==> src/rtl/spm_loader_pkg.sv <==
// Shared types and constants for the FlexPRET scratchpad loader.
// Build option SPM_LOADER_TIMEOUT_EN (see spm_loader_ctrl) adds a run watchdog.
package spm_loader_pkg;

  typedef enum logic [2:0] {
    ST_IDLE,
    ST_CNT_LO,
    ST_CNT_HI,
    ST_DATA,
    ST_WRITE,
    ST_RUN,
    ST_DONE
  } state_e;

  localparam logic [7:0]  CMD_I     = 8'h49;
  localparam logic [7:0]  CMD_D     = 8'h44;
  localparam logic [7:0]  CMD_R     = 8'h52;
  localparam logic [7:0]  CMD_S     = 8'h53;
  localparam logic [31:0] PASS_CODE = 32'd1;

  // Failure codes are small positive values; the top two bits mark non-result traffic.
  function automatic logic is_fail_code(input logic [31:0] v);
    return (v[31:30] == 2'b00) && (v > PASS_CODE);
  endfunction

endpackage

==> src/rtl/spm_loader_ctrl_if.sv <==
// Byte-stream, scratchpad-write and core-control signals between the loader and its neighbours.
interface spm_loader_ctrl_if #(
  parameter int unsigned ADDR_W = 12
);
  logic [7:0]        rx_data;
  logic              rx_valid;
  logic              rx_ready;
  logic              core_reset;
  logic [ADDR_W-1:0] imem_addr;
  logic              imem_enable;
  logic              imem_write;
  logic [31:0]       imem_data_in;
  logic [ADDR_W-1:0] dmem_addr;
  logic              dmem_enable;
  logic [3:0]        dmem_byte_write;
  logic [31:0]       dmem_data_in;
  logic [31:0]       tohost;

  modport master (
    input  rx_data, rx_valid, tohost,
    output rx_ready, core_reset,
    output imem_addr, imem_enable, imem_write, imem_data_in,
    output dmem_addr, dmem_enable, dmem_byte_write, dmem_data_in
  );

  modport slave (
    output rx_data, rx_valid, tohost,
    input  rx_ready, core_reset,
    input  imem_addr, imem_enable, imem_write, imem_data_in,
    input  dmem_addr, dmem_enable, dmem_byte_write, dmem_data_in
  );
endinterface

==> src/rtl/spm_word_packer.sv <==
// Assembles little-endian 32-bit words from a byte stream; word_valid_o pulses the cycle after byte 4.
module spm_word_packer (
  input  logic        clk,
  input  logic        reset,
  input  logic        clr_i,
  input  logic        byte_valid_i,
  input  logic [7:0]  byte_i,
  output logic        last_o,
  output logic [31:0] word_o,
  output logic        word_valid_o
);
  logic [1:0]  cnt_q;
  logic [31:0] shift_q;
  logic        valid_q;

  always_ff @(posedge clk) begin
    if (!reset || clr_i) begin
      cnt_q   <= '0;
      shift_q <= '0;
      valid_q <= 1'b0;
    end else begin
      valid_q <= byte_valid_i && (cnt_q == 2'd3);
      if (byte_valid_i) begin
        shift_q <= {byte_i, shift_q[31:8]};
        cnt_q   <= cnt_q + 2'd1;
      end
    end
  end

  assign last_o       = (cnt_q == 2'd3);
  assign word_o       = shift_q;
  assign word_valid_o = valid_q;
endmodule

==> src/rtl/spm_loader_ctrl.sv <==
// Loads FlexPRET ISPM/DSPM from a byte stream, runs the core and latches pass/fail.
// Define SPM_LOADER_TIMEOUT_EN to add a MAX_CYCLES run watchdog.
module spm_loader_ctrl
  import spm_loader_pkg::*;
#(
  parameter int unsigned ADDR_W     = 12,
  parameter int unsigned DEPTH      = 4096,
  parameter int unsigned MAX_CYCLES = 10000
) (
  input  logic               clk,
  input  logic               reset,
  spm_loader_ctrl_if.master  bus,
  output logic               busy_o,
  output logic               passed_o,
  output logic               failed_o,
  output logic [31:0]        fail_code_o,
  output logic               timeout_o,
  output logic               cmd_err_o
);
  state_e            state_q, state_d;
  logic              sel_dmem_q, sel_dmem_d;
  logic [7:0]        cnt_lo_q, cnt_lo_d;
  logic [15:0]       cnt_q, cnt_d;
  logic [ADDR_W-1:0] idx_q, idx_d;
  logic              first_q, first_d;
  logic              passed_q, passed_d, failed_q, failed_d;
  logic              timeout_q, timeout_d, cmd_err_q, cmd_err_d;
  logic [31:0]       fail_code_q, fail_code_d;
`ifdef SPM_LOADER_TIMEOUT_EN
  logic [31:0]       cyc_q, cyc_d;
`endif

  logic        accept, pk_clr, pk_last, pk_valid, wr_i, wr_d;
  logic [31:0] pk_word;
  logic [15:0] cnt_n;

  assign accept = bus.rx_valid && bus.rx_ready;
  assign cnt_n  = {bus.rx_data, cnt_lo_q};

  spm_word_packer u_packer (
    .clk          (clk),
    .reset        (reset),
    .clr_i        (pk_clr),
    .byte_valid_i (accept && (state_q == ST_DATA)),
    .byte_i       (bus.rx_data),
    .last_o       (pk_last),
    .word_o       (pk_word),
    .word_valid_o (pk_valid)
  );

  always_ff @(posedge clk) begin
    if (!reset) begin
      state_q     <= ST_IDLE;
      sel_dmem_q  <= 1'b0;
      cnt_lo_q    <= '0;
      cnt_q       <= '0;
      idx_q       <= '0;
      first_q     <= 1'b0;
      passed_q    <= 1'b0;
      failed_q    <= 1'b0;
      timeout_q   <= 1'b0;
      cmd_err_q   <= 1'b0;
      fail_code_q <= '0;
`ifdef SPM_LOADER_TIMEOUT_EN
      cyc_q       <= '0;
`endif
    end else begin
      state_q     <= state_d;
      sel_dmem_q  <= sel_dmem_d;
      cnt_lo_q    <= cnt_lo_d;
      cnt_q       <= cnt_d;
      idx_q       <= idx_d;
      first_q     <= first_d;
      passed_q    <= passed_d;
      failed_q    <= failed_d;
      timeout_q   <= timeout_d;
      cmd_err_q   <= cmd_err_d;
      fail_code_q <= fail_code_d;
`ifdef SPM_LOADER_TIMEOUT_EN
      cyc_q       <= cyc_d;
`endif
    end
  end

  always_comb begin
    state_d     = state_q;
    sel_dmem_d  = sel_dmem_q;
    cnt_lo_d    = cnt_lo_q;
    cnt_d       = cnt_q;
    idx_d       = idx_q;
    first_d     = first_q;
    passed_d    = passed_q;
    failed_d    = failed_q;
    timeout_d   = timeout_q;
    cmd_err_d   = cmd_err_q;
    fail_code_d = fail_code_q;
    pk_clr      = 1'b0;
`ifdef SPM_LOADER_TIMEOUT_EN
    cyc_d       = cyc_q;
`endif
    unique case (state_q)
      ST_IDLE, ST_DONE: if (accept) begin
        case (bus.rx_data)
          CMD_I: begin sel_dmem_d = 1'b0; state_d = ST_CNT_LO; end
          CMD_D: begin sel_dmem_d = 1'b1; state_d = ST_CNT_LO; end
          CMD_R: begin
            state_d     = ST_RUN;
            first_d     = 1'b1;
            passed_d    = 1'b0;
            failed_d    = 1'b0;
            timeout_d   = 1'b0;
            fail_code_d = '0;
`ifdef SPM_LOADER_TIMEOUT_EN
            cyc_d       = '0;
`endif
          end
          default: cmd_err_d = 1'b1;
        endcase
      end
      ST_CNT_LO: if (accept) begin
        cnt_lo_d = bus.rx_data;
        state_d  = ST_CNT_HI;
      end
      ST_CNT_HI: if (accept) begin
        if (cnt_n == 16'd0) begin
          state_d = ST_IDLE;
        end else if (32'(cnt_n) > DEPTH) begin
          cmd_err_d = 1'b1;
          state_d   = ST_IDLE;
        end else begin
          cnt_d   = cnt_n;
          idx_d   = '0;
          pk_clr  = 1'b1;
          state_d = ST_DATA;
        end
      end
      ST_DATA: if (accept && pk_last) state_d = ST_WRITE;
      ST_WRITE: begin
        idx_d   = idx_q + ADDR_W'(1);
        state_d = ((16'(idx_q) + 16'd1) == cnt_q) ? ST_IDLE : ST_DATA;
      end
      ST_RUN: begin
        // tohost is ignored in the first RUN cycle while the core leaves reset.
        first_d = 1'b0;
`ifdef SPM_LOADER_TIMEOUT_EN
        cyc_d   = cyc_q + 32'd1;
`endif
        if (!first_q && bus.tohost == PASS_CODE) begin
          passed_d = 1'b1;
          state_d  = ST_DONE;
        end else if (!first_q && is_fail_code(bus.tohost)) begin
          failed_d    = 1'b1;
          fail_code_d = bus.tohost;
          state_d     = ST_DONE;
`ifdef SPM_LOADER_TIMEOUT_EN
        end else if (cyc_d > MAX_CYCLES) begin
          timeout_d   = 1'b1;
          failed_d    = 1'b1;
          fail_code_d = '0;
          state_d     = ST_DONE;
`endif
        end else if (accept && bus.rx_data == CMD_S) begin
          state_d = ST_DONE;
        end
      end
      default: state_d = ST_IDLE;
    endcase
  end

  assign wr_i = (state_q == ST_WRITE) && pk_valid && !sel_dmem_q;
  assign wr_d = (state_q == ST_WRITE) && pk_valid &&  sel_dmem_q;

  assign bus.rx_ready        = (state_q != ST_WRITE);
  assign bus.core_reset      = (state_q != ST_RUN);
  assign bus.imem_enable     = wr_i;
  assign bus.imem_write      = wr_i;
  assign bus.imem_addr       = wr_i ? idx_q : '0;
  assign bus.imem_data_in    = wr_i ? pk_word : '0;
  assign bus.dmem_enable     = wr_d;
  assign bus.dmem_byte_write = wr_d ? 4'hF : 4'h0;
  assign bus.dmem_addr       = wr_d ? idx_q : '0;
  assign bus.dmem_data_in    = wr_d ? pk_word : '0;

  assign busy_o      = (state_q != ST_IDLE) && (state_q != ST_DONE);
  assign passed_o    = passed_q;
  assign failed_o    = failed_q;
  assign fail_code_o = fail_code_q;
  assign timeout_o   = timeout_q;
  assign cmd_err_o   = cmd_err_q;
endmodule
==> src/flat_wrapper.sv <==
// flat-port wrapper written by rule: the top's interface ports become plain ports
module spm_loader_ctrl_flat import spm_loader_pkg::*;
#(
  parameter int unsigned ADDR_W     = 12,
  parameter int unsigned DEPTH      = 4096,
  parameter int unsigned MAX_CYCLES = 10000
)
  (clk, reset, busy_o, passed_o, failed_o, fail_code_o, timeout_o, cmd_err_o, bus_rx_data, bus_rx_valid, bus_tohost, bus_rx_ready, bus_core_reset, bus_imem_addr, bus_imem_enable, bus_imem_write, bus_imem_data_in, bus_dmem_addr, bus_dmem_enable, bus_dmem_byte_write, bus_dmem_data_in);
  spm_loader_ctrl_if #(.ADDR_W(ADDR_W)) bus_i ();
  input  logic clk;
  input  logic reset;
  output logic busy_o;
  output logic passed_o;
  output logic failed_o;
  output logic [31:0] fail_code_o;
  output logic timeout_o;
  output logic cmd_err_o;
  input wire logic [$bits(bus_i.rx_data)-1:0] bus_rx_data;
  input wire logic [$bits(bus_i.rx_valid)-1:0] bus_rx_valid;
  input wire logic [$bits(bus_i.tohost)-1:0] bus_tohost;
  output wire logic [$bits(bus_i.rx_ready)-1:0] bus_rx_ready;
  output wire logic [$bits(bus_i.core_reset)-1:0] bus_core_reset;
  output wire logic [$bits(bus_i.imem_addr)-1:0] bus_imem_addr;
  output wire logic [$bits(bus_i.imem_enable)-1:0] bus_imem_enable;
  output wire logic [$bits(bus_i.imem_write)-1:0] bus_imem_write;
  output wire logic [$bits(bus_i.imem_data_in)-1:0] bus_imem_data_in;
  output wire logic [$bits(bus_i.dmem_addr)-1:0] bus_dmem_addr;
  output wire logic [$bits(bus_i.dmem_enable)-1:0] bus_dmem_enable;
  output wire logic [$bits(bus_i.dmem_byte_write)-1:0] bus_dmem_byte_write;
  output wire logic [$bits(bus_i.dmem_data_in)-1:0] bus_dmem_data_in;
  assign bus_i.rx_data = bus_rx_data;
  assign bus_i.rx_valid = bus_rx_valid;
  assign bus_i.tohost = bus_tohost;
  assign bus_rx_ready = bus_i.rx_ready;
  assign bus_core_reset = bus_i.core_reset;
  assign bus_imem_addr = bus_i.imem_addr;
  assign bus_imem_enable = bus_i.imem_enable;
  assign bus_imem_write = bus_i.imem_write;
  assign bus_imem_data_in = bus_i.imem_data_in;
  assign bus_dmem_addr = bus_i.dmem_addr;
  assign bus_dmem_enable = bus_i.dmem_enable;
  assign bus_dmem_byte_write = bus_i.dmem_byte_write;
  assign bus_dmem_data_in = bus_i.dmem_data_in;
  spm_loader_ctrl #(.ADDR_W(ADDR_W), .DEPTH(DEPTH), .MAX_CYCLES(MAX_CYCLES)) u_core (.clk(clk), .reset(reset), .bus(bus_i), .busy_o(busy_o), .passed_o(passed_o), .failed_o(failed_o), .fail_code_o(fail_code_o), .timeout_o(timeout_o), .cmd_err_o(cmd_err_o));
endmodule
==> config.mk <==
export PLATFORM = sky130hd
export DESIGN_NAME = spm_loader_ctrl_flat
export DESIGN_NICKNAME = d
export VERILOG_FILES = /design/src/rtl/spm_loader_pkg.sv /design/src/rtl/spm_loader_ctrl_if.sv /design/src/rtl/spm_word_packer.sv /design/src/rtl/spm_loader_ctrl.sv /design/src/flat_wrapper.sv
export SDC_FILE = /design/constraint.sdc
export NUM_CORES = 1
export LEC_CHECK = 0
export CAP_MARGIN = 15
export CORE_ASPECT_RATIO = 0.7
export CORE_MARGIN = 1.5
export CORE_UTILIZATION = 40
export DETAILED_ROUTE_END_ITERATION = 10
export DONT_BUFFER_PORTS = 1
export HOLD_SLACK_MARGIN = 0.05
export RECOVER_POWER = 25
export SETUP_SLACK_MARGIN = 0.05
export SLEW_MARGIN = 20
export SYNTH_ARGS = -nofsm -noshare
export SYNTH_HDL_FRONTEND = slang
export SYNTH_SLANG_ARGS = --single-unit
==> constraint.sdc <==
create_clock -name clk -period 2 [get_ports clk]
set_input_delay 0.2 -clock clk [delete_from_list [all_inputs] [get_ports clk]]
set_output_delay 0.2 -clock clk [all_outputs]
set_load 0.005 [all_outputs]
[Word-level counts from Yosys, hierarchy flattened]
Index checks and enable logic that the tools add are counted.
Operators by class
  reductions and logical operators: 36
  bitwise gates (word level): 2
  equal/unequal tests: 30
  magnitude comparators: 2
  $add $sub $neg: 3
  mux-type cells: 47
Operator list (number)
  $mux 32: 6
  $pmux 32 s2: 1
  $mux 12: 5
  $eq 32x1->1 const B: 1
  $eq 8x7->1 const B: 4
  $gt 32x1->1 const B: 1
  $mux 3: 8
  $pmux 12 s2: 1
  $pmux 3 s6: 1
  $eq 16x16->1: 1
  $gt 16x13->1 const B: 1
  $logic_not 16->1: 1
  $mux 1: 16
  $add 12x1->13 const B: 1
  $add 12x1->12 const B: 1
  $logic_and 1x1->1: 12
  $ne 2x1->1 const B: 6
  $ne 2x2->1 const B: 6
  $ne 3x3->1 const B: 4
  $reduce_and 4->1: 3
  $reduce_and 6->1: 2
  $pmux 1 s2: 5
  $eq 3x3->1 const B: 3
  $reduce_bool 2->1: 4
  19 further kinds: 26
Word-level totals
  logic and storage cells: 133
  bits of input ports: 43
  bits in registers: 111
  output and inout bits: 134

[Logic depth before layout (Yosys ltp)]
Gate-level depths: netlist (run 1).
  word-level depth: 7
  depth in mapped cells: 10
  mapped depth without buffers: 8

[Cells and area by module]
Synthesis (run 1) repeated with hierarchy kept, for this count alone.
Second synthesis, totals
  cells, all modules: 685
  area, all modules: 5995.8 um2
Modules (own cells, without submodules)
  spm_loader_ctrl: cells an instance 570, sequential area each 1521.5 um2, times used 1, area each 4692.0 um2
  spm_word_packer: cells an instance 115, sequential area each 700.7 um2, times used 1, area each 1303.8 um2

[Least setup slack after synthesis (run 1)]
OpenSTA, ideal clock, no wires.
  path kind: register to register
  start: register u_core.idx_q[1]
  end: register u_core.state_q[1]
  setup slack: -0.104 ns
  required time: 1.862 ns
  clock period less this slack: 2.104 ns
  arrival: 1.965 ns
  setup time: 0.138 ns
  stages on the path, launching flop included: 10
  path buffers: 1
  cell sequence: dfxtp_1 > ha_1 > nand3_2 > or2_1 > buf_6 > and2_4 > o21ai_0 > a32oi_1 > nor4_2 > a311oi_2
Between the ends
  longest elaborated chain between the ends: 4
Ends and longest elaborated chain
  start, declared: line spm_loader_ctrl.sv:24  | logic [ADDR_W-1:0] idx_q, idx_d;
  start signal, assigned: line spm_loader_ctrl.sv:72  | idx_q <= idx_d;
  $add 12x1->13: line spm_loader_ctrl.sv:140  | state_d = ((16'(idx_q) + 16'd1) == cnt_q) ? ST_IDLE : ST_DATA;
  $eq 16x16->1: line spm_loader_ctrl.sv:140
  $mux 2: line spm_loader_ctrl.sv:140
  $pmux 3 s6: line spm_loader_ctrl.sv:101  | unique case (state_q)
  end signal, assigned: line spm_loader_ctrl.sv:68  | state_q <= state_d;
  end, declared: line spm_loader_ctrl.sv:20  | state_e state_q, state_d;
No other way between the ends.
A chain may end at the register's enable or synchronous reset.

[Final worst setup path (run 1)]
  start: register u_core.idx_q[0]
  end: register u_core.state_q[1]
Same word-level chain as after synthesis.

==> impl_metrics.csv, run 1 <==
group,metric,value,unit
global_route,grt_first_pass_wirelength,24900,um
finish,utilization,51.2,%
timing,period_share,104,%
route,antenna_left,0,
pwr,pwr-share-clk,40.2,%
route,dr.pass1.iters,5,
die,die_area,14900,um2
yosys,ys.flop_type,"dfxtp_1",
finish,n_antenna_cell,0,
setup_path,crit_family,"simple AND/OR/NAND/NOR gates",
pwr,power.total,4.28,mW
timing,layout_setup_ws,-0.0770,ns
timing,rsz0062_at_grt,"true",
timing,post-route-min-period,2.08,ns
pwr,irDropWorstVdd,0.397,mV
clock_network,clk_pin_slew,0.08,ns
setup_path,cp_cell_sequence,"ha_4 -> xor2_1 -> or4_1 -> a2111oi_2 -> nand4_1 -> nor4_2 -> buf_4 -> a311oi_2",
route,drt_iter0_drc,370,
status,status,"complete, but fails checks",
setup_path,cp.arrival,2.30,ns
clock_network,cts_tree,"done",
run,cap_violations,0,
route,drt_wl_total,16900,um
yosys,synth_fp_nets,751,
route,drt-wirelength-per-cell,17.8,um
placement,numPortBuffers,0,
yosys,synth_edf_count,0,
pwr,combPwrFrac,7.6,%
setup_path,critPathKind,"flop to flop",
global_route,antenna_found_initial,0,
pwr,switchingPower,1.03,mW
clock_network,cts_root_buf,"clkbuf_16",
die,ios,177,
yosys,netlist_area,5650,um2
timing,max_freq,481,MHz
timing,hold_viol,0,
timing,final.setup_skew,0.00787,ns
setup_path,cpPeakStageDelay,0.42,ns
setup_path,path_buf_inv,1,
placement,postPlaceCellArea,6030,um2
pwr,p_per_area,603,nW/um2
clock_network,clk_latency,0.35,ns
status,failed_checks,"negative setup slack",
yosys,synthTopCellsByArea,"dfxtp_1, and2_1, nand2_1, a21boi_0, a21oi_1",
finish,layout-area-overhead-vs-synth,25.6,%
setup_path,crit_required,2.22,ns
setup_path,cp-start-kind,"flop",
yosys,yosys.cell_types.count,61,
yosys,syn_inst,706,
min_path,min_path_type,"primary input to flop",
yosys,synth.top_cell.area_share,39.3,%
yosys,yosysSeqAreaShare,39.3,%
global_route,grt_start_max_net_pins,73,
placement,dpl.cell_count,878,
die,die_y,102,um
yosys,synthArstFlopShare,0,%
clock_network,cts.htree.levels,3,
setup_path,crit_slowest_cell,"or4_1",
pwr,switching_share,24.1,%
global_route,grt_pass1_vias,4648,
timing,timing.hold.ws,0.0872,ns
timing,setup_viol,2,
finish,drive_above_1_share,16.0,%
die,dieWidth,145,um
die,fp.coreArea,13900,um2
clock_network,clockBufferDepth,2,
placement,hpwlAfterDp,10600,um
route,vias,5132,
placement,place_congestion,0.829,
global_route,grt_use_total,21.2,%
finish,fin_nets,798,
route,vias_per_cell,5.41,
timing,slew_violations,0,
clock_network,numCtsBuffers,9,
route,drcViolationCount,0,
finish,post-route-cell-area,7100,um2
pwr,p_leak,2.60,nW
clock_network,cts.sinks,111,
yosys,avgSynthCellArea,8.01,um2
setup_path,worst_setup_path_end_kind,"flop",
die,initial_core_util,40.7,%
finish,final_cell_mix,"nand2_1, dfxtp_1, and2_1",
yosys,yosysTopAreaCell,"dfxtp_1",
yosys,ys_ff_latch,111,
die,rows,36,
finish,layout_commonest_cell,"nand2_1",
pwr,seqPwrFrac,52.2,%
global_route,grt.overflow.total,0,
yosys,yosysWarnings,0,
setup_path,crit_fanout,2,
pwr,p_int,3.25,mW
finish,stdcell_count,948,
==> cells in the mapped netlist (all sizes together), types with 9 or more instances <==
| master | number |
|---|---|
| nor3 | 16 |
| nand3 | 42 |
| a21boi | 36 |
| mux2i | 21 |
| nor2b | 24 |
| o21ai | 13 |
| dfxtp | 111 |
| nor2 | 22 |
| nand2 | 116 |
| buf | 26 |
| xor2 | 10 |
| xnor2 | 9 |
| clkbuf | 38 |
| and2 | 90 |
| a21oi | 43 |
| nor4 | 11 |
==> kinds of logic (layout without fill, tap and decap cells) <==
kind of cell | count (synthesis) | count (layout) | synth area share [%]
AND/OR/NAND/NOR | 361 | 361 | 33.8
AO/OA/AOI/OAI | 119 | 119 | 13.9
flip-flops | 111 | 111 | 39.3
buffers and inverters | 72 | 124 | 5.78
multiplexers | 21 | 21 | 3.72
XOR/XNOR | 19 | 19 | 2.94
adder cells (fa/ha/maj) | 2 | 2 | 0.443
other | 1 | 1 | 0.0664
==> what timing repair did <==
action,in CTS,in global routing
setup buffers,3,3
endpoints found under the hold margin,80,0
resized for setup,17,37
setup endpoints to repair,104,142
gates cloned,2,7
hold buffers,39,0
pin swaps,8,12
==> routing by layer <==
layer  wire, um  vias up  global-route usage, %
li1           -     2478                      -
met1       7760     2428                   29.1
met2       7490      211                   33.0
met3       1490       15                   6.61
met4        125        0                   4.55
met5          0        -                      0
==> worst reg2reg max path: cells and delay by family, from the launching register on <==
family / cells / cell delay (ns)
AND/OR/NAND/NOR: 3 / 0.81
adder cells (fa/ha/maj): 1 / 0.24
flip-flops: 1 / 0.34
buffers and inverters: 1 / 0.16
XOR/XNOR: 1 / 0.13
AO/OA/AOI/OAI: 2 / 0.29
==> layout make-up <==
class / count / area [um2]
Clock buffer: 9 / 225
Multi-Input combinational cell: 523 / 3240
Fill cell: 1323 / 6770
Clock inverter: 7 / 55.1
Timing Repair Buffer: 100 / 1070
Sequential cell: 111 / 2240
Tap cell: 190 / 238
Inverter: 8 / 30.0
==> path summary, 6_finish.rpt <==
check                           start                        to  slack (ns)  cells past startpoint
max reg2reg           u_core.idx_q[0]         u_core.state_q[1]       -0.08                      8
min reg2reg  u_core.u_packer.cnt_q[1]  u_core.u_packer.cnt_q[1]        0.46                      2
min                    bus_rx_data[3]         u_core.sel_dmem_q        0.09                      3
max                   u_core.idx_q[0]         u_core.state_q[1]       -0.08                      8
==> flip-flops by register name, indices dropped and copies added, names as in the netlist, 2 cells and up <==
name / flops
u_core.fail_code_o: 32
u_core.u_packer.word_o: 32
u_core.cnt_q: 16
u_core.idx_q: 12
u_core.cnt_lo_q: 8
u_core.state_q: 3
u_core.u_packer.cnt_q: 2
==> power groups by stage <==
stage	Combinational (mW)	Clock, mW	Sequential (mW)
after detailed placement	0.187	0	2.29
after floorplan	0.164	0	2.28
after CTS	0.304	1.77	2.23
final	0.327	1.72	2.23
after global placement	0.184	0	2.30
after global routing	0.352	1.84	2.24
==> stage by stage <==
step | setup slack [ns] | setup TNS (ns)
global placement | -0.134 | -0.225
CTS | -0.0916 | -0.158
detailed placement | -0.134 | -0.244
floorplan | -0.00220 | -0.00220
global route | -0.186 | -2.51
finish | -0.0770 | -0.129
Note: power is estimated with default switching activity, not from simulation.
==> run 2, diff against run 1 <==
--- a/config.mk
+++ b/config.mk
@@ -13,7 +13,6 @@
 export DONT_BUFFER_PORTS = 1
 export HOLD_SLACK_MARGIN = 0.05
 export RECOVER_POWER = 25
-export SETUP_SLACK_MARGIN = 0.05
 export SLEW_MARGIN = 20
 export SYNTH_ARGS = -nofsm -noshare
 export SYNTH_HDL_FRONTEND = slang
==> run 2 against run 1 <==
  * The run still ends with negative setup slack left
  * Die area is the same
  * Highest routed layer unchanged
  * Via count shrank 0.80%
  * Maximum frequency shrank 1.0%
  * Clock-buffer cell count grew 2
  * Critical path type unchanged
  * Final cell count shrank 0.53%
  * Sequential share of layout area grew 1.1 points
  * Sequential power is essentially flat
==> impl_metrics.csv, run 2 (synthesis gave the netlist of run 1 again) <==
group,metric,value,unit
route,antenna_left,0,
status,status,"complete, but fails checks",
route,vias_per_cell,5.40,
finish,layout-area-overhead-vs-synth,21.2,%
setup_path,critPathKind,"flop to flop",
die,rows,36,
placement,numPortBuffers,0,
route,drcViolationCount,0,
clock_network,cts_tree,"done",
finish,fin_nets,793,
pwr,p_leak,2.52,nW
clock_network,cts.htree.levels,3,
die,die_area,14900,um2
timing,post-route-min-period,2.10,ns
global_route,grt_pass1_vias,4625,
global_route,grt.overflow.total,0,
clock_network,clk_pin_slew,0.08,ns
clock_network,numCtsBuffers,9,
timing,timing.hold.ws,0.0800,ns
die,fp.coreArea,13900,um2
finish,final_cell_mix,"nand2_1, dfxtp_1, and2_1",
timing,slew_violations,0,
finish,drive_above_1_share,12.6,%
route,vias,5091,
setup_path,regToRegSetupSlack,-0.1,ns
finish,fill_cells,1372,
die,dieWidth,145,um
finish,utilization,49.4,%
route,drt_wl_total,16100,um
timing,max_freq,477,MHz
clock_network,clockBufferDepth,2,
route,drt-wirelength-per-cell,17.1,um
setup_path,crit_slowest_cell,"or4_1",
route,drt_iter0_drc,334,
clock_network,cts_root_buf,"clkbuf_16",
global_route,grt_use_total,20.9,%
timing,period_share,105,%
timing,layout_setup_ws,-0.0979,ns
status,failed_checks,"negative setup slack",
timing,setup_viol,28,
global_route,grt_start_max_net_pins,73,
die,initial_core_util,40.7,%
setup_path,path_buf_inv,1,
pwr,p_per_area,647,nW/um2
global_route,grt_first_pass_wirelength,24400,um
clock_network,clk_latency,0.35,ns
setup_path,crit_family,"simple AND/OR/NAND/NOR gates",
setup_path,crit_fanout,2,
setup_path,worstRegToRegCells,8,
timing,worst_pin_slew,0.578,ns
setup_path,cp-endpoint,"u_core.state_q[1]",
setup_path,cp.arrival,2.31,ns
die,die_y,102,um
setup_path,cpPeakStageDelay,0.42,ns
route,dr.pass1.iters,5,
timing,hold_viol,0,
setup_path,r2r-start,"u_core.idx_q[0]",
placement,place_congestion,0.829,
timing,final.setup_skew,0.00955,ns
timing,tns,-1.14,ns
setup_path,reg2reg_to,"u_core.state_q[1]",
clock_network,cts.sinks,111,
setup_path,cp_cell_sequence,"ha_4 -> xor2_1 -> or4_1 -> a2111oi_2 -> nand4_1 -> nor4_2 -> buf_4 -> a311oi_2",
placement,hpwlAfterDp,10600,um
setup_path,worst_setup_path_end_kind,"flop",
die,ios,177,
setup_path,critical_path.startpoint,"u_core.idx_q[0]",
timing,slew_headroom,61.5,%
setup_path,cp-start-kind,"flop",
setup_path,crit_required,2.22,ns
global_route,antenna_found_initial,0,
run,cap_violations,0,
pwr,irDropWorstVdd,0.437,mV
setup_path,cp.depth,8,
finish,n_antenna_cell,0,
min_path,min_path_type,"primary input to flop",
timing,rsz0062_at_grt,"true",
finish,layout_commonest_cell,"nand2_1",
==> run 2: changes by cell type in the layout (fill, tap and decap cells not counted), moves of 4 or more <==
cell and change:
a21oi_1 +10, clkbuf_16 -4, a21oi_2 -10, a21boi_0 +5, clkbuf_1 +4
==> run 2: worst min path at each step <==
stage,startpoint,end,depth (start not counted)
after CTS,bus_rx_data[1],u_core.cnt_lo_q[1],2
after floorplan,bus_tohost[14],u_core.fail_code_o[14],2
after detailed placement,reset,u_core.state_q[2],2
after global placement,reset,u_core.state_q[2],2
final,bus_rx_data[3],u_core.sel_dmem_q,3
after global routing,bus_rx_data[3],u_core.cnt_lo_q[3],2
==> run 2: timing repair <==
action	CTS	global route
cloned	1	1
endpoints found under the hold margin	80	1
gates resized for setup	9	11
hold buffers	39	1
pin swaps	3	3
buffers inserted	3	5
setup endpoints to repair	98	106
==> run 2: per-stage QoR <==
stage          instance area, um2  power, mW  std cells  worst slack, ns
2_1_floorplan                5680       2.44        706         -0.00220
3_3_place_gp                 6030       2.48        878           -0.134
3_5_place_dp                 6030       2.48        878           -0.141
4_1_cts                      6840       4.46        937           -0.119
5_1_grt                      6850       4.58        943           -0.257
6_report                     6850       4.43        943          -0.0979
==> run 2: worst register-to-register path: stages (launching register included) <==
cell and delay, ns:
dfxtp_2 0.34, ha_4 0.24, xor2_1 0.13, or4_1 0.42, a2111oi_2 0.21, nand4_1 0.14, nor4_2 0.24, buf_4 0.16
a311oi_2 0.08
==> run 2: per-layer routing <==
layer  vias up  wire length, um  global-route usage [%]
li1       2465                -                       -
met1      2394             7570                    28.3
met2       214             7000                    33.2
met3        18             1350                    6.29
met4         0              168                    4.55
met5         -                0                       0
==> run 2: final cells by class <==
type | instances | area [um2] | share of cell area (%)
inverters | 8 | 30.0 | 0.439
repair buffers | 95 | 886 | 12.9
multi-input cells | 523 | 3150 | 45.9
well taps | 190 | 238 | 3.47
clock buffers | 11 | 253 | 3.69
clock inverters | 5 | 63.8 | 0.932
flip-flops and latches | 111 | 2230 | 32.6
==> run 2: power by group <==
part / switching, mW / internal [mW] / total, mW
combinational: 0.151 / 0.151 / 0.302
clock: 0.840 / 1.05 / 1.89
sequential: 0.0168 / 2.22 / 2.24
==> run 3, diff against run 2 <==
--- a/config.mk
+++ b/config.mk
@@ -6,7 +6,7 @@
 export NUM_CORES = 1
 export LEC_CHECK = 0
 export CAP_MARGIN = 15
-export CORE_ASPECT_RATIO = 0.7
+export CORE_ASPECT_RATIO = 0.8
 export CORE_MARGIN = 1.5
 export CORE_UTILIZATION = 40
 export DETAILED_ROUTE_END_ITERATION = 10
==> run 3 against run 2 <==
  * Worst setup slack improved by 0.12 ns
  * Critical path type unchanged
  * Highest routed layer unchanged
  * Largest power group unchanged
  * The run now ends clean
  * Hold slack got worse by 0.017 ns
  * First-iteration DRC count fell by 6.3%
  * Register-to-register slack improved by 0.12 ns
==> impl_metrics.csv, run 3 (synthesis gave the netlist of run 1 again) <==
group,metric,value,unit
die,initial_core_util,41.3,%
clock_network,clk_pin_slew,0.08,ns
global_route,grt_use_total,20.7,%
die,die_area,14900,um2
finish,post-route-cell-area,6960,um2
pwr,switching_share,23.1,%
timing,hold_viol,0,
global_route,grt_pass1_vias,4663,
setup_path,critical_path.startpoint,"u_core.idx_q[0]",
setup_path,crit_family,"simple AND/OR/NAND/NOR gates",
placement,dpl.cell_count,869,
timing,setup_viol,0,
setup_path,crit_slowest_cell,"or4_1",
setup_path,crit_fanout,7,
die,fp.coreArea,13700,um2
timing,post-route-min-period,1.98,ns
die,rows,38,
clock_network,cts_tree,"done",
global_route,grt_start_max_net_pins,73,
placement,pre_cts_ws,-0.149,ns
setup_path,cpPeakStageDelay,0.52,ns
pwr,p_per_area,642,nW/um2
route,dr.pass1.iters,4,
global_route,grt.overflow.total,0,
setup_path,cp-start-kind,"flop",
pwr,irDropWorstVdd,0.497,mV
pwr,switchingPower,1.03,mW
finish,stdcell_count,932,
timing,timing.hold.ws,0.0625,ns
setup_path,critPathKind,"flop to flop",
route,antenna_left,0,
timing,rsz0062_at_grt,"true",
setup_path,cp_cell_sequence,"buf_4 -> nand4_1 -> nor2_2 -> a21oi_1 -> or4_1 -> nand3_2 -> nor4_4 -> a311oi_2",
timing,final.setup_skew,0.00640,ns
placement,place_congestion,0.844,
route,vias,5107,
finish,fin_nets,792,
setup_path,regToRegSetupSlack,0.02,ns
pwr,pwr-share-clk,43.3,%
global_route,grt_first_pass_wirelength,23900,um
setup_path,path_buf_inv,1,
route,drt_iter0_drc,313,
pwr,seqPwrFrac,50.1,%
setup_path,cp.arrival,2.25,ns
min_path,min-delay-start,"bus_rx_data[3]",
finish,layout_commonest_cell,"nand2_1",
clock_network,cts.sinks,111,
setup_path,worst_setup_path_end_kind,"flop",
clock_network,clk_latency,0.36,ns
pwr,p_leak,2.56,nW
timing,period_share,99.0,%
route,vias_per_cell,5.48,
timing,max_freq,505,MHz
pwr,combPwrFrac,6.7,%
clock_network,numCtsBuffers,9,
clock_network,clockBufferDepth,2,
route,drt_wl_total,15900,um
die,ios,177,
finish,layout-area-overhead-vs-synth,23.2,%
status,status,"completed",
finish,drive_above_1_share,14.0,%
setup_path,r2r-start,"u_core.idx_q[0]",
clock_network,cts_root_buf,"clkbuf_16",
pwr,p_int,3.44,mW
die,dieWidth,136,um
timing,slew_violations,0,
run,cap_violations,0,
clock_network,cts.htree.levels,3,
finish,n_antenna_cell,0,
placement,numPortBuffers,0,
setup_path,crit_required,2.27,ns
min_path,min_path_type,"primary input to flop",
timing,layout_setup_ws,0.0206,ns
finish,final_cell_mix,"nand2_1, dfxtp_1, and2_1",
placement,hpwlAfterDp,10600,um
route,drt-wirelength-per-cell,17.1,um
placement,postPlaceCellArea,6030,um2
die,die_y,109,um
global_route,antenna_found_initial,0,
route,drcViolationCount,0,
finish,utilization,50.9,%
[run 3: timing repair]
action / 4_1_cts / 5_1_grt
cloned: 0 / 3
pin swaps: 2 / 9
endpoints found under the hold margin: 80 / 0
endpoints found under the setup margin: 94 / 159
setup buffers: 0 / 5
resized for setup: 9 / 21
hold buffers: 39 / 0
[run 3: worst paths after layout]
| kind | end | depth (start not counted) |
|---|---|---|
| worst max-delay path | u_core.state_q[1] | 8 |
| worst min-delay path | u_core.sel_dmem_q | 3 |
| worst max register to register | u_core.state_q[1] | 8 |
| worst min register to register | u_core.u_packer.word_o[4] | 2 |
[run 3: layer usage]
layer / track usage, % / share of wire (%) / vias up
li1: - / - / 2459
met1: 26.8 / 46 / 2457
met2: 33.5 / 46 / 180
met3: 7.42 / 7.6 / 11
met4: 3.88 / 0.70 / 0
met5: 0 / 0 / -
[run 3: cell type report]
cell class | instances | area [um2]
Multi-Input combinational cell | 523 | 3210
Fill cell | 1337 | 6730
Timing Repair Buffer | 94 | 946
Clock inverter | 6 | 72.6
Clock buffer | 10 | 250
Sequential cell | 111 | 2230
Inverter | 8 | 30.0
Tap cell | 180 | 225
[run 3: metrics by stage]
step | setup TNS (ns) | power (mW)
after floorplan | -0.00220 | 2.44
after CTS | -0.196 | 4.52
final | 0 | 4.47
after global placement | -0.155 | 2.48
after detailed placement | -0.284 | 2.48
after global routing | -4.10 | 4.62
[run 3: power by group through the flow]
stage	Clock (mW)	Combinational [mW]	Sequential, mW
3_5_place_dp	0	0.193	2.29
4_1_cts	1.99	0.291	2.24
5_1_grt	2.06	0.320	2.24
3_3_place_gp	0	0.190	2.29
2_1_floorplan	0	0.164	2.28
6_report	1.93	0.297	2.24
[run 3: tightest hold or removal path, delay by kind of cell]
family / cells / cell delay [ns]
and+or+nand+nor: 2 / 0.10
AOI/OAI and AO/OA: 1 / 0.07
==> edit (settings of run 3) <==
`ADDR_W` is set to 12 in 3 places; all go to 13.
--- a/src/rtl/spm_loader_ctrl_if.sv
+++ b/src/rtl/spm_loader_ctrl_if.sv
@@ -1,6 +1,6 @@
 // Byte-stream, scratchpad-write and core-control signals between the loader and its neighbours.
 interface spm_loader_ctrl_if #(
-  parameter int unsigned ADDR_W = 12
+  parameter int unsigned ADDR_W = 13
 );
   logic [7:0]        rx_data;
   logic              rx_valid;
--- a/src/rtl/spm_loader_ctrl.sv
+++ b/src/rtl/spm_loader_ctrl.sv
@@ -3,7 +3,7 @@
 module spm_loader_ctrl
   import spm_loader_pkg::*;
 #(
-  parameter int unsigned ADDR_W     = 12,
+  parameter int unsigned ADDR_W     = 13,
   parameter int unsigned DEPTH      = 4096,
   parameter int unsigned MAX_CYCLES = 10000
 ) (
--- a/src/flat_wrapper.sv
+++ b/src/flat_wrapper.sv
@@ -1,7 +1,7 @@
 // flat-port wrapper written by rule: the top's interface ports become plain ports
 module spm_loader_ctrl_flat import spm_loader_pkg::*;
 #(
-  parameter int unsigned ADDR_W     = 12,
+  parameter int unsigned ADDR_W     = 13,
   parameter int unsigned DEPTH      = 4096,
   parameter int unsigned MAX_CYCLES = 10000
 )
Interface: changed (resized bus_dmem_addr and bus_imem_addr); port bits go from 177 to 179. No check against the original RTL was run, so the function may have changed too.
==> edit against run 3 <==
  * The run now ends with setup timing left
  * Worst setup slack got worse by 0.024 ns
  * Power decreased by 8.0%
  * Final area increased by 5.7%
  * Sequential cell count increased by 1
  * Routed wire length increased by 14%
  * Clock skew increased by 0.0021 ns
  * Area after synthesis increased by 4.4%
  * Largest cell class unchanged
  * Largest power group unchanged
==> edit: results (changes against run 3) <==
stage,metric,value,unit,change
layout,Filler cells,1382,,+3.4%
setup_path,CP max-delay cell,or4_4,,
setup_path,CP max FO,15,,+8
routing,Vias,5523,,+8.1%
routing,total iterations of the first detailed-routing run,5,,+1
grt,Total GRT Usage,0.222,,+0.0147
synthesis,synth top area cells,"dfxtp_1 (38%), and2_1 (9.8%), nand2_1 (7.4%)",,
layout,"most common cell after layout, fill and taps aside",nand2_1,,
layout,share of cells above drive strength 1,0.213,,+0.0737
pwr,Leak,2.55,nW,-0.40%
layout,fin nets,837,,+5.7%
setup_path,Top delay family on crit path,simple AND/OR/NAND/NOR gates,,
synthesis,"top cells by count, synth","nand2_1 (117), dfxtp_1 (112), and2_1 (92), a21oi_1 (77), nor2_1 (58)",,
placed_design,DP Area,6170,µm²,+2.3%
grt,first-pass GRT wire length,27.2,mm,+14%
clock_network,H-Tree Level Count,3,,unchanged
run_status,violated checks,setup timing,,
grt,vias in the first global route,5078,,+8.9%
timing,setup ws final,-0.00384,ns,-0.0245 ns
routing,Routed wire per std cell,18.5,µm,+8.4%
clock_network,clk_lat worst skew,0.36,ns,about the same
routing,drt initial violations,424,,+35%
grt,initial antenna violation count,0,,unchanged
run_status,status,finished with violations,,
synthesis,post-synth net total,783,,+4.3%
placed_design,Routability Congestion,0.882,,+4.4%
timing,slew of the pin with the lowest slew margin,0.630,ns,
timing,Clock Skew,0.00854,ns,+0.00214 ns
grt,largest net degree at the start of global routing,46,,-37%
synthesis,Yosys cell types,64,,+4.9%
pwr,Internal Power,0.00317,W,-8.0%
clock_network,cts bufs inserted,9,,unchanged
setup_path,Crit path largest cell delay,0.68,ns,+0.16 ns
clock_network,clock root buffer,clkbuf_16,,
timing,final setup violation count,1,,+1
synthesis,"Seq/Total Area, Yosys",0.380,,-0.0132
pwr,VDD IR max,393,µV,-21%
placed_design,Post-DP HPWL,11.4,mm,+8.3%
## edit: cell types whose count changed in the layout (fill, tap and decap cells not counted), moves of 10 or more
cell      delta
nor3_1      -10
nor2b_1     -22
nor2_1      +36
a21boi_0    -29
nand3_1     -22
nand3_2     +18
a21oi_1     +35
and2_4      +10
## edit: timing repair
item | 4_1_cts | 5_1_grt
hold buffers | 39 | 0
endpoints found under the hold margin | 60 | 0
resized for setup | 33 | 55
setup buffers | 7 | 12
setup endpoints to repair | 101 | 153
cloned | 2 | 4
pin swaps | 8 | 24
## edit: final cells by class
type | instances | area share
repair buffers | 106 | 0.144
inverters | 14 | 0.00714
clock buffers | 11 | 0.0316
well taps | 184 | 0.0313
clock inverters | 5 | 0.00544
multi-input cells | 549 | 0.472
flip-flops and latches | 112 | 0.308
## edit: final timing paths
check	from	end	slack, ns	depth (start not counted)
max	u_core.state_q[1]	u_core.fail_code_o[26]	-0.004	6
min	bus_rx_data[3]	u_core.sel_dmem_q	0.1	3
max reg2reg	u_core.state_q[1]	u_core.fail_code_o[26]	-0.004	6
min reg2reg	u_core.cnt_q[15]	u_core.cnt_q[15]	0.45	2
## edit: per-layer routing
metal,GRT usage,vias to the layer above,part of all wire
li1,-,2595,-
met1,0.298,2638,0.44
met2,0.339,256,0.45
met3,0.0688,34,0.087
met4,0.0743,0,0.020
met5,0,-,0
## edit: per-stage QoR
stage / setup TNS (ns) / hold WS, ns / setup slack (ns) / std cells / utilization
2_1_floorplan: 0 / 0.336 / 0.0824 / 738 / -
3_3_place_gp: -0.158 / 0.325 / -0.0897 / 901 / 0.430
3_5_place_dp: -0.370 / 0.325 / -0.172 / 901 / 0.430
4_1_cts: -0.0889 / 0.0804 / -0.00915 / 965 / 0.489
5_1_grt: -3.94 / 0.113 / -0.0711 / 981 / 0.513
6_report: -0.00384 / 0.0966 / -0.00384 / 981 / 0.513
## edit: cells by family after synthesis
family,after synthesis,synth area share
AOI/OAI and AO/OA,122,0.120
xor gates and xnor gates,21,0.0312
adders and majority gates,2,0.00424
buffers and inverters,78,0.0670
DFF,112,0.380
muxes,22,0.0373
other,1,0.000636
and+or+nand+nor,380,0.360
## edit: worst register-to-register path: stages (launching register included)
cell,delay [ns]
dfxtp_4,0.35
buf_4,0.15
nand2b_1,0.19
or2_1,0.29
or4_4,0.68
nand3_1,0.15
a21oi_1,0.08
## edit: power groups by stage
stage | sequential [W] | clock [W] | combinational [W]
after floorplan | 0.00229 | 0 | 0.0000804
after global placement | 0.00229 | 0 | 0.0000918
after global routing | 0.00223 | 0.00184 | 0.000190
after CTS | 0.00223 | 0.00176 | 0.000173
final | 0.00223 | 0.00171 | 0.000179
after detailed placement | 0.00229 | 0 | 0.0000931
